<file path="src/rtl/core_pkg.sv">
// Shared core definitions: datapath widths, the canonical NOP and the
// fetch-to-decode issue FSM state encoding.
package core_pkg;

    localparam int XLEN   = 32;
    localparam int REG_AW = 5;

    // addi x0,x0,0 -- shown to the decoder whenever no real head exists
    localparam logic [XLEN-1:0] NOP = 32'h0000_0013;

    typedef enum logic [1:0] {
        IDLE  = 2'd0,
        RUN   = 2'd1,
        HOLD  = 2'd2,
        FLUSH = 2'd3
    } issue_state_t;

endpackage

</file>
<file path="src/rtl/dec_issue_ctrl_if.sv">
// Signal bundle between the issue controller and its neighbours
// (IFU, decoder dec_swc, EX stage, branch unit).
//
// Handshakes: a transfer happens on the rising hclk edge where valid and
// ready are both high. if_valid/if_ready moves one IFU word into the
// buffer; dec_valid/ex_ready (qualified by the load-use check and flush)
// moves the head to EX, reported as issue_valid. Ready may depend
// combinationally on valid-side state, never the other way round.
interface dec_issue_ctrl_if;
    import core_pkg::*;

    logic                if_valid;
    logic [XLEN-1:0]     if_inst;
    logic [XLEN-1:0]     if_pc;
    logic                if_ready;

    logic [XLEN-1:0]     dec_inst;
    logic [XLEN-1:0]     dec_pc;
    logic                dec_valid;
    logic                ifu_dec_stall;
    logic [3:0]          cycle_cnt;
    logic [REG_AW-1:0]   dec_rs1;
    logic [REG_AW-1:0]   dec_rs2;
    logic                dec_uses_rs1;
    logic                dec_uses_rs2;

    logic                ex_load_en;
    logic [REG_AW-1:0]   ex_rd;
    logic                ex_ready;
    logic                flush;
    logic                issue_valid;

    // Environment side: IFU, decoder, EX and branch unit
    modport master (
        output if_valid, if_inst, if_pc,
        output dec_rs1, dec_rs2, dec_uses_rs1, dec_uses_rs2,
        output ex_load_en, ex_rd, ex_ready, flush,
        input  if_ready, dec_inst, dec_pc, dec_valid,
        input  ifu_dec_stall, cycle_cnt, issue_valid
    );

    // Controller side
    modport slave (
        input  if_valid, if_inst, if_pc,
        input  dec_rs1, dec_rs2, dec_uses_rs1, dec_uses_rs2,
        input  ex_load_en, ex_rd, ex_ready, flush,
        output if_ready, dec_inst, dec_pc, dec_valid,
        output ifu_dec_stall, cycle_cnt, issue_valid
    );

endinterface

</file>
<file path="src/rtl/dec_issue_fifo.sv">
// Small instruction buffer with extra-MSB pointers so full and empty are
// distinguishable without a separate count register.
module dec_issue_fifo #(
    parameter int DEPTH = 2,
    parameter int WIDTH = 64,
    localparam int AW   = $clog2(DEPTH)
) (
    input  logic             clk_i,
    input  logic             rst_i,
    input  logic             clear_i,
    input  logic             push_i,
    input  logic [WIDTH-1:0] wdata_i,
    input  logic             pop_i,
    output logic [WIDTH-1:0] rdata_o,
    output logic             full_o,
    output logic             empty_o,
    output logic [AW:0]      count_o
);

    logic [WIDTH-1:0] mem_q [DEPTH];
    logic [AW:0]      wr_ptr_q, wr_ptr_d;
    logic [AW:0]      rd_ptr_q, rd_ptr_d;
    logic             do_push, do_pop;

    assign full_o  = (wr_ptr_q[AW] != rd_ptr_q[AW]) &&
                     (wr_ptr_q[AW-1:0] == rd_ptr_q[AW-1:0]);
    assign empty_o = (wr_ptr_q == rd_ptr_q);
    assign count_o = wr_ptr_q - rd_ptr_q;
    assign rdata_o = mem_q[rd_ptr_q[AW-1:0]];

    // clear wins over any simultaneous push or pop
    assign do_push = push_i && !full_o && !clear_i;
    assign do_pop  = pop_i && !empty_o && !clear_i;

    // Pointer next-state
    always_comb begin
        wr_ptr_d = wr_ptr_q;
        rd_ptr_d = rd_ptr_q;
        if (clear_i) begin
            wr_ptr_d = '0;
            rd_ptr_d = '0;
        end else begin
            if (do_push) wr_ptr_d = wr_ptr_q + 1'b1;
            if (do_pop)  rd_ptr_d = rd_ptr_q + 1'b1;
        end
    end

    // Pointer registers
    always_ff @(posedge clk_i) begin
        if (rst_i) begin
            wr_ptr_q <= '0;
            rd_ptr_q <= '0;
        end else begin
            wr_ptr_q <= wr_ptr_d;
            rd_ptr_q <= rd_ptr_d;
        end
    end

    // Storage write; contents need no reset since pointers gate visibility
    always_ff @(posedge clk_i) begin
        if (do_push && !rst_i) mem_q[wr_ptr_q[AW-1:0]] <= wdata_i;
    end

endmodule

</file>
<file path="src/rtl/dec_issue_ctrl.sv">
// Fetch-to-decode issue controller: buffers IFU words, presents the head
// to the decoder, holds it on load-use hazards or EX back-pressure and
// recovers from branch redirects through a one-cycle FLUSH state.
module dec_issue_ctrl
    import core_pkg::*;
#(
    parameter int DEPTH = 2
) (
    input  logic             hclk,
    input  logic             hrst,
    dec_issue_ctrl_if.slave  bus,
    output issue_state_t     dbg_state_o
);

    localparam int AW = $clog2(DEPTH);

    issue_state_t      state_q, state_d;
    logic [3:0]        cnt_q, cnt_d;

    logic [2*XLEN-1:0] head;
    logic              fifo_full, fifo_empty;
    logic [AW:0]       fifo_count;

    logic              dec_valid, lu, issue, stall, push, empties;

    dec_issue_fifo #(
        .DEPTH (DEPTH),
        .WIDTH (2*XLEN)
    ) u_fifo (
        .clk_i   (hclk),
        .rst_i   (hrst),
        .clear_i (bus.flush),
        .push_i  (push),
        .wdata_i ({bus.if_inst, bus.if_pc}),
        .pop_i   (issue),
        .rdata_o (head),
        .full_o  (fifo_full),
        .empty_o (fifo_empty),
        .count_o (fifo_count)
    );

    assign dec_valid = !fifo_empty && (state_q != FLUSH);

    assign lu = dec_valid && bus.ex_load_en && (bus.ex_rd != '0) &&
                ((bus.dec_uses_rs1 && (bus.dec_rs1 == bus.ex_rd)) ||
                 (bus.dec_uses_rs2 && (bus.dec_rs2 == bus.ex_rd)));

    assign issue = dec_valid && bus.ex_ready && !lu && !bus.flush;
    assign stall = dec_valid && !issue;

    assign bus.if_ready = !fifo_full && (state_q != FLUSH) && !bus.flush;
    assign push         = bus.if_valid && bus.if_ready;

    // the last buffered word leaves and nothing replaces it
    assign empties = issue && !push && (fifo_count == (AW+1)'(1));

    assign bus.dec_valid     = dec_valid;
    assign bus.dec_inst      = dec_valid ? head[2*XLEN-1:XLEN] : NOP;
    assign bus.dec_pc        = dec_valid ? head[XLEN-1:0] : '0;
    assign bus.issue_valid   = issue;
    assign bus.ifu_dec_stall = stall;
    assign bus.cycle_cnt     = cnt_q;
    assign dbg_state_o       = state_q;

    // FSM next-state; a redirect overrides every other event
    always_comb begin
        state_d = state_q;
        case (state_q)
            IDLE:    if (push) state_d = RUN;
            RUN:     if (stall) state_d = HOLD;
                     else if (empties) state_d = IDLE;
            HOLD:    if (issue) state_d = empties ? IDLE : RUN;
            FLUSH:   state_d = IDLE;
            default: state_d = IDLE;
        endcase
        if (bus.flush) state_d = FLUSH;
    end

    // Hold counter: counts cycles the current head waits, saturating at 15
    always_comb begin
        cnt_d = '0;
        if (stall && !bus.flush) cnt_d = (cnt_q == 4'd15) ? cnt_q : cnt_q + 4'd1;
    end

    // State and counter registers
    always_ff @(posedge hclk) begin
        if (hrst) begin
            state_q <= IDLE;
            cnt_q   <= '0;
        end else begin
            state_q <= state_d;
            cnt_q   <= cnt_d;
        end
    end

endmodule

</file>
<file path="src/flat_wrapper.sv">
// flat-port wrapper written by rule: the top's interface ports become plain ports
module dec_issue_ctrl_flat import core_pkg::*;
#(
    parameter int DEPTH = 2
)
  (hclk, hrst, dbg_state_o, bus_if_valid, bus_if_inst, bus_if_pc, bus_dec_rs1, bus_dec_rs2, bus_dec_uses_rs1, bus_dec_uses_rs2, bus_ex_load_en, bus_ex_rd, bus_ex_ready, bus_flush, bus_if_ready, bus_dec_inst, bus_dec_pc, bus_dec_valid, bus_ifu_dec_stall, bus_cycle_cnt, bus_issue_valid);
  dec_issue_ctrl_if bus_i ();
  input  logic hclk;
  input  logic hrst;
  output issue_state_t dbg_state_o;
  input wire logic [$bits(bus_i.if_valid)-1:0] bus_if_valid;
  input wire logic [$bits(bus_i.if_inst)-1:0] bus_if_inst;
  input wire logic [$bits(bus_i.if_pc)-1:0] bus_if_pc;
  input wire logic [$bits(bus_i.dec_rs1)-1:0] bus_dec_rs1;
  input wire logic [$bits(bus_i.dec_rs2)-1:0] bus_dec_rs2;
  input wire logic [$bits(bus_i.dec_uses_rs1)-1:0] bus_dec_uses_rs1;
  input wire logic [$bits(bus_i.dec_uses_rs2)-1:0] bus_dec_uses_rs2;
  input wire logic [$bits(bus_i.ex_load_en)-1:0] bus_ex_load_en;
  input wire logic [$bits(bus_i.ex_rd)-1:0] bus_ex_rd;
  input wire logic [$bits(bus_i.ex_ready)-1:0] bus_ex_ready;
  input wire logic [$bits(bus_i.flush)-1:0] bus_flush;
  output wire logic [$bits(bus_i.if_ready)-1:0] bus_if_ready;
  output wire logic [$bits(bus_i.dec_inst)-1:0] bus_dec_inst;
  output wire logic [$bits(bus_i.dec_pc)-1:0] bus_dec_pc;
  output wire logic [$bits(bus_i.dec_valid)-1:0] bus_dec_valid;
  output wire logic [$bits(bus_i.ifu_dec_stall)-1:0] bus_ifu_dec_stall;
  output wire logic [$bits(bus_i.cycle_cnt)-1:0] bus_cycle_cnt;
  output wire logic [$bits(bus_i.issue_valid)-1:0] bus_issue_valid;
  assign bus_i.if_valid = bus_if_valid;
  assign bus_i.if_inst = bus_if_inst;
  assign bus_i.if_pc = bus_if_pc;
  assign bus_i.dec_rs1 = bus_dec_rs1;
  assign bus_i.dec_rs2 = bus_dec_rs2;
  assign bus_i.dec_uses_rs1 = bus_dec_uses_rs1;
  assign bus_i.dec_uses_rs2 = bus_dec_uses_rs2;
  assign bus_i.ex_load_en = bus_ex_load_en;
  assign bus_i.ex_rd = bus_ex_rd;
  assign bus_i.ex_ready = bus_ex_ready;
  assign bus_i.flush = bus_flush;
  assign bus_if_ready = bus_i.if_ready;
  assign bus_dec_inst = bus_i.dec_inst;
  assign bus_dec_pc = bus_i.dec_pc;
  assign bus_dec_valid = bus_i.dec_valid;
  assign bus_ifu_dec_stall = bus_i.ifu_dec_stall;
  assign bus_cycle_cnt = bus_i.cycle_cnt;
  assign bus_issue_valid = bus_i.issue_valid;
  dec_issue_ctrl #(.DEPTH(DEPTH)) u_core (.hclk(hclk), .hrst(hrst), .bus(bus_i), .dbg_state_o(dbg_state_o));
endmodule
</file>
<file path="config.mk">
export PLATFORM = sky130hd
export DESIGN_NAME = dec_issue_ctrl_flat
export DESIGN_NICKNAME = d
export VERILOG_FILES = /design/src/rtl/core_pkg.sv /design/src/rtl/dec_issue_ctrl_if.sv /design/src/rtl/dec_issue_fifo.sv /design/src/rtl/dec_issue_ctrl.sv /design/src/flat_wrapper.sv
export SDC_FILE = /design/constraint.sdc
export NUM_CORES = 1
export LEC_CHECK = 0
export ABC_CLOCK_PERIOD_IN_PS = 6500
export BUFFER_PORTS_ARGS = -buffer_cell sky130_fd_sc_hd__buf_2
export CAP_MARGIN = 20
export CORE_MARGIN = 10
export CORE_UTILIZATION = 47
export DETAILED_ROUTE_END_ITERATION = 8
export PLACE_DENSITY = 0.82
export SYNTH_ARGS = -nofsm -noshare
export SYNTH_HDL_FRONTEND = slang
export SYNTH_SLANG_ARGS = --single-unit
</file>
<file path="constraint.sdc">
create_clock -name hclk -period 6.5 [get_ports hclk]
set_input_delay 0.65 -clock hclk [delete_from_list [all_inputs] [get_ports hclk]]
set_output_delay 0.65 -clock hclk [all_outputs]
set_load 0.01 [all_outputs]
</file>
# Yosys cells after proc, flatten, opt, wreduce, memory -nomap -nowiden
# Memory sizes are Yosys's and may differ from the RTL's. A register that Yosys moved wholly into a read port is not among the register bits.
# Index checks and enable logic that the tools add are counted.
classes:
  n_mux: 13
  eq_ne: 14
  n_reduce_logical: 35
  bitwise_logic: 1
  addsub: 4
op_table:
  columns: ["operator", "n"]
  rows:
  - ["two-way mux 32 bit", 2]
  - ["logical AND 1 bit", 22]
  - ["equality test 5 bit", 2]
  - ["two-way mux 2 bit", 5]
  - ["one-hot mux 2 bit (4 select lines)", 1]
  - ["zero test 1 bit", 7]
  - ["inequality test 3 x 2 -> 1 bit (second input constant)", 2]
  - ["two-way mux 1 bit", 5]
  - ["nonzero test 5 bit", 1]
  - ["adder 2 x 1 -> 2 bit (second input constant)", 2]
  - ["adder 4 x 1 -> 4 bit (second input constant)", 1]
  - ["equality test 2 x 1 -> 1 bit (second input constant)", 2]
  - ["equality test 2 bit (second input constant)", 2]
  - ["equality test 4 bit (second input constant)", 1]
  - ["inequality test 4 x 2 -> 1 bit (second input constant)", 1]
  - ["OR reduction 2 bit", 2]
  - ["AND reduction 3 bit", 1]
  - ["equality test 2 bit", 1]
  - ["zero test 2 bit", 1]
  - ["inequality test 2 bit (second input constant)", 1]
  - ["subtractor 2 bit", 1]
  - ["equality test 1 bit", 1]
  - ["logical OR 1 bit", 1]
  - ["inequality test 1 bit", 1]
  - ["NOT 1 bit", 1]
word_totals:
  ff_bits: 10
  memories: 1
  word_cells: 72
  in_bits: 87
  output_inout_bits: 74
  mem_bits_rw: 128
memory_table:
  columns: ["name", "depth", "width", "read_ports", "rd_ports_with_merged_regs", "write_ports", "line", "text"]
  rows:
  - ["u_core.u_fifo.mem_q", 2, 64, 1, 1, 1, "dec_issue_fifo.sv:20", "logic [WIDTH-1:0] mem_q [DEPTH];"]

# Logic depth before layout (Yosys ltp)
logic_depth:
  word_depth: 15
  ltp_mapped: 8
  mapped_depth_nobuf: 8

# Hierarchy
# Synthesis repeated with hierarchy kept, for this count alone.
unflattened:
  hier_cells: 374
  hier_area_um2: 5886.9
modules_own_cells:
  columns: ["module", "cells_per_inst", "seq_area_each_um2", "area_each_um2", "instances"]
  rows:
  - ["dec_issue_fifo", 239, 3943.8, 4916.0, 1]
  - ["dec_issue_ctrl", 135, 120.1, 970.9, 1]

# Worst setup path after synthesis
# Ideal clock, no wire load.
synth_timing:
  path_kind: "reg2reg"
  startpoint: "register u_core.u_fifo.wr_ptr_q[0]"
  endpoint: "memory u_core.u_fifo.mem_q[0][0], enable pin"
  path_buffers: 0
  t_arrival_ns: 5.774
  required_ns: 5.936
  path_slack_ns: 0.162
  setup_time_ns: 0.564
  path_stages_with_launch: 6
  period_less_slack_ns: 6.338
  path_cell_list: "dfxtp_1 inv_1 ha_1 a221oi_1 nand2_1 nor3_1"
synth_via:
  elab_chain_cells: 11
synth_rtl:
  columns: ["item", "line", "text"]
  rows:
  - ["start: declaration", "dec_issue_fifo.sv:21", "logic [AW:0] wr_ptr_q, wr_ptr_d;"]
  - ["start signal: assignment", "dec_issue_fifo.sv:54", "wr_ptr_q <= wr_ptr_d;"]
  - ["equality test 1 bit", "dec_issue_fifo.sv:26", "(wr_ptr_q[AW-1:0] == rd_ptr_q[AW-1:0]);"]
  - ["logical AND 1 bit", "dec_issue_fifo.sv:25", "assign full_o = (wr_ptr_q[AW] != rd_ptr_q[AW]) &&"]
  - ["zero test 1 bit", "dec_issue_ctrl.sv:51", "assign bus.if_ready = !fifo_full && (state_q != FLUSH) && !bus.flush;"]
  - ["logical AND 1 bit (2 in a row)", "dec_issue_ctrl.sv:51", null]
  - ["via bus_if_ready", "flat_wrapper.sv:22", "output wire logic [$bits(bus_i.if_ready)-1:0] bus_if_ready;"]
  - ["logical AND 1 bit", "dec_issue_ctrl.sv:52", "assign push = bus.if_valid && bus.if_ready;"]
  - ["logical AND 1 bit (2 in a row)", "dec_issue_fifo.sv:32", "assign do_push = push_i && !full_o && !clear_i;"]
  - ["logical AND 1 bit", "dec_issue_fifo.sv:61", "if (do_push && !rst_i) mem_q[wr_ptr_q[AW-1:0]] <= wdata_i;"]
  - ["two-way mux 1 bit", "dec_issue_fifo.sv:61", null]
  - ["two-way mux 1 bit (implied by the code)", "dec_issue_fifo.sv:61", null]
  - ["end: declaration", "dec_issue_fifo.sv:20", null]
# The timed path passes the listed nets, and every way through them passes these cells.

# Worst setup path in the final report
layout_timing:
  startpoint: "register u_core.u_fifo.wr_ptr_q[0]"
  endpoint: "output bus_dec_inst[1]"
layout_via:
  elab_chain_cells: 4
layout_rtl:
  columns: ["item", "line", "text"]
  rows:
  - ["equality test 2 bit", "dec_issue_fifo.sv:27", "assign empty_o = (wr_ptr_q == rd_ptr_q);"]
  - ["zero test 1 bit", "dec_issue_ctrl.sv:42", "assign dec_valid = !fifo_empty && (state_q != FLUSH);"]
  - ["logical AND 1 bit", "dec_issue_ctrl.sv:42", null]
  - ["two-way mux 32 bit", "dec_issue_ctrl.sv:58", "assign bus.dec_inst = dec_valid ? head[2*XLEN-1:XLEN] : NOP;"]
  - ["end: declaration", "flat_wrapper.sv:23", "output wire logic [$bits(bus_i.dec_inst)-1:0] bus_dec_inst;"]
# Every way passes these cells.

==> reports/qor.yml <==
routing:
  drcViolationCount: 0
  dr.first_iter.drc_count: 269
  wl_um: 12300
  drt_first_pass_iters: 4
  vias: 3581
  vias_per_cell: 5.17
  ant_nets: 0
  wl_per_cell_um: 17.8
placement:
  dpl.hpwl_um: 8550
  port_buffers: 160
  gp_congestion: 0.848
clocking:
  h-tree-depth: 4
  cts_resized: 0
  ctsLongestPathBuffers: 2
  clock_sinks: 139
  path_clk_slew_ps: 60
  cts_made_buffers: 17
  cts_setup_buffers: 0
  clock_latency_ps: 410
  clockRootBuffer: "clkbuf_16"
  tritoncts: "done"
  cts_hold_buf: 0
logic_synthesis:
  yosys.area_share.simple_pct: 8.09
  synth_top_family_by_area: "multiplexers"
  synth_area_leaders: "edfxtp_1 68%, mux2i_1 12%, nor2_1 4.7%"
  synth_xor_area_share_pct: 2.34
  ys_warn_count: 0
  synthesis.area_um2: 5610
  syn_nets: 456
  synth-compound-area-share_pct: 3.46
  netlist_instances: 367
  yosys_register_bits: 139
  synth_area_leader_cell: "edfxtp_1"
  ys_seq_area_share_pct: 72.4
  yosysTopAreaCellShare_pct: 68.5
  avgSynthCellArea_um2: 15.3
  ys_types: 43
  synthMuxAreaShare_pct: 11.8
  synth-adder-area-share_pct: 0.446
power_and_ir_drop:
  leakage_uw: 0.00272
  p_comb_share_pct: 6.0
  totalPowerFinal_uw: 2110
  netSwitchingFraction_pct: 20.0
  p_int_uw: 1680
  p_per_area_nw_per_um2: 292
  ir_worst_vdd_v: 0.000216
  power.share.clock_pct: 46.3
  power_switching_uw: 421
  power_frac_seq_pct: 47.7
floorplanning:
  die_w_um: 129
  core_area_um2: 11600
  row_count: 39
  start_util_pct: 48.5
  die_h_um: 129
  ios: 161
  dieArea_um2: 16700
worst_setup_path:
  cp-end-kind: "output port"
  path_class: "reg -> out"
  r2r_start: "u_core.u_fifo.wr_ptr_q[0]"
  crit_path_max_fanout: 70
  critPathArrivalTime_ps: 2460
  critPathRequiredTime_ps: 5850
  start_kind: "flip-flop"
  reg2reg_slack_ps: 3860
  reg2regPathDepth: 9
  r2r-end: "u_core.dbg_state_o[1]"
run_status:
  run_status: "complete, no violations"
finish:
  drive_gt1_share_pct: 37.7
  syn_to_final_growth_pct: 28.5
  layout.nets: 626
global_routing:
  antenna_found_initial: 1
  grt_max_degree: 71
  grt_util_all_layers_pct: 14.8
  grt_overflow: 0
  grt_pass1_vias: 3870
  grt_pass1_wl_um: 19200
sta:
  rsz0062_at_grt: "no"
  max-slew-margin-rel_pct: 49.9
  setup_violations: 0
  worst_slew_pin_slew_ps: 752
  max_freq_mhz: 322
  maxSlewViolCount: 0
  hold_viol_final: 0
  final.setup.tns_ps: 0
  whs_ps: 425
  layout_min_cycle_time_ps: 3110
  finClkSkew_ps: 5.74
  period_share_pct: 47.8
worst_hold_path:
  holdCritPathClass: "in -> reg"
  whs_path_depth: 1
  hold_path_end: "u_core.u_fifo.mem_q[1][37]"
  hold_start: "bus_if_inst[5]"
flow_run:
  maxCapViolations: 0
metrics by stage:
stage | setup WS (ps) | instance area [um2] | instances | util [%]
3_3_place_gp | 3750 | 6580 | 660 | 56.9
6_report | 3390 | 7210 | 693 | 62.4
5_1_grt | 3190 | 7210 | 692 | 62.3
2_1_floorplan | 162 | 5610 | 367 | -
3_5_place_dp | 3630 | 6580 | 660 | 56.9
4_1_cts | 3340 | 7180 | 691 | 62.1
worst max-delay path, cell delays in order (launching register included):
cell and delay [ps]:
dfxtp_1 340, inv_1 100, ha_1 400, a22o_2 160, buf_4 590, inv_2 200, nand2_1 110, buf_2 130
worst max-delay path by stage:
stage / start / endpoint / slack (ps) / cells past startpoint
finish: u_core.u_fifo.wr_ptr_q[0] / bus_dec_inst[1] / 3390 / 7
global placement: bus_ex_rd[3] / bus_ifu_dec_stall / 3750 / 8
CTS: u_core.u_fifo.wr_ptr_q[0] / bus_dec_inst[1] / 3340 / 7
detailed placement: bus_ex_rd[3] / bus_ifu_dec_stall / 3630 / 8
floorplan: u_core.u_fifo.wr_ptr_q[0] / u_core.u_fifo.mem_q[0][0] / 160 / 5
global route: u_core.u_fifo.wr_ptr_q[0] / bus_dec_inst[1] / 3190 / 7
state kept, by name (all words and copies together), names as in the netlist, named ones only:
signal,flops
u_core.bus.cycle_cnt,4
u_core.dbg_state_o,2
u_core.u_fifo.mem_q,128
u_core.u_fifo.rd_ptr_q,2
u_core.u_fifo.wr_ptr_q,2
layout make-up:
cell class	instances	area [um2]
multi-input combinational	209	1480
inverter	4	15.0
clock inverter	13	176
tap	143	179
fill	883	4350
clock buffer	18	429
sequential	139	4070
antenna	1	2.50
timing repair buffer	166	866
logic make-up after synthesis:
group	after synthesis
buf+inv	19
mux	66
fa+ha+maj	2
flops	139
xor+xnor	15
compound gates	23
simple gates	103
cell usage after synthesis:
cell type	number
mux2i_1	65
xnor2_1	6
inv_2	1
o41ai_1	1
xor2_1	9
o41a_1	1
o21bai_1	1
o21ai_0	2
inv_1	3
and2_1	1
a21boi_0	1
clkbuf_8	1
mux2_2	1
a21boi_1	2
nor3_1	9
a32oi_2	1
clkbuf_1	9
a311oi_1	1
a2111oi_2	1
a221oi_1	2
nor3b_1	2
a31oi_1	1
o21a_1	1
or2b_2	1
buf_1	5
nor4_2	1
and2_2	2
nand2_1	7
and3_1	1
o311ai_0	1
o21ai_2	2
edfxtp_1	128
nor4_1	2
nand3_1	4
a211oi_1	1
o32ai_1	1
or3_1	2
or4_4	1
dfxtp_1	11
nor2_1	70
a22o_2	1
ha_1	2
a21oi_1	2
routing by layer:
layer	track usage, %	vias up	part of all wire [%]
met3	6.93	11	9.4
li1	-	1721	-
met1	14.9	1716	37
met4	5.69	0	0.95
met2	26.1	133	52
met5	0	-	0
power groups by stage:
stage | Combinational, uW | Clock (uW) | Sequential (uW)
floorplan | 62.8 | 0 | 1020
global placement | 121 | 0 | 1020
detailed placement | 126 | 0 | 1020
CTS | 127 | 997 | 1010
global route | 140 | 1030 | 1010
finish | 127 | 974 | 1000
cells in the final DEF (no fill, tap or decap), types with 3 or more instances in the layout:
cell       synthesis  layout
nor3_1             9       7
buf_4              0       5
clkinv_1           0       4
buf_2              0     160
xnor2_1            6       6
mux2i_1           65      65
clkinv_4           0       3
edfxtp_1         128     128
clkbuf_16          0      17
nor2_1            70      70
nand2_1            7       7
dfxtp_1           11      10
nand3_1            4       4
bufinv_16          0       4
xor2_1             9       9
inv_1              3       3
Power figures use the tool's default switching activity.
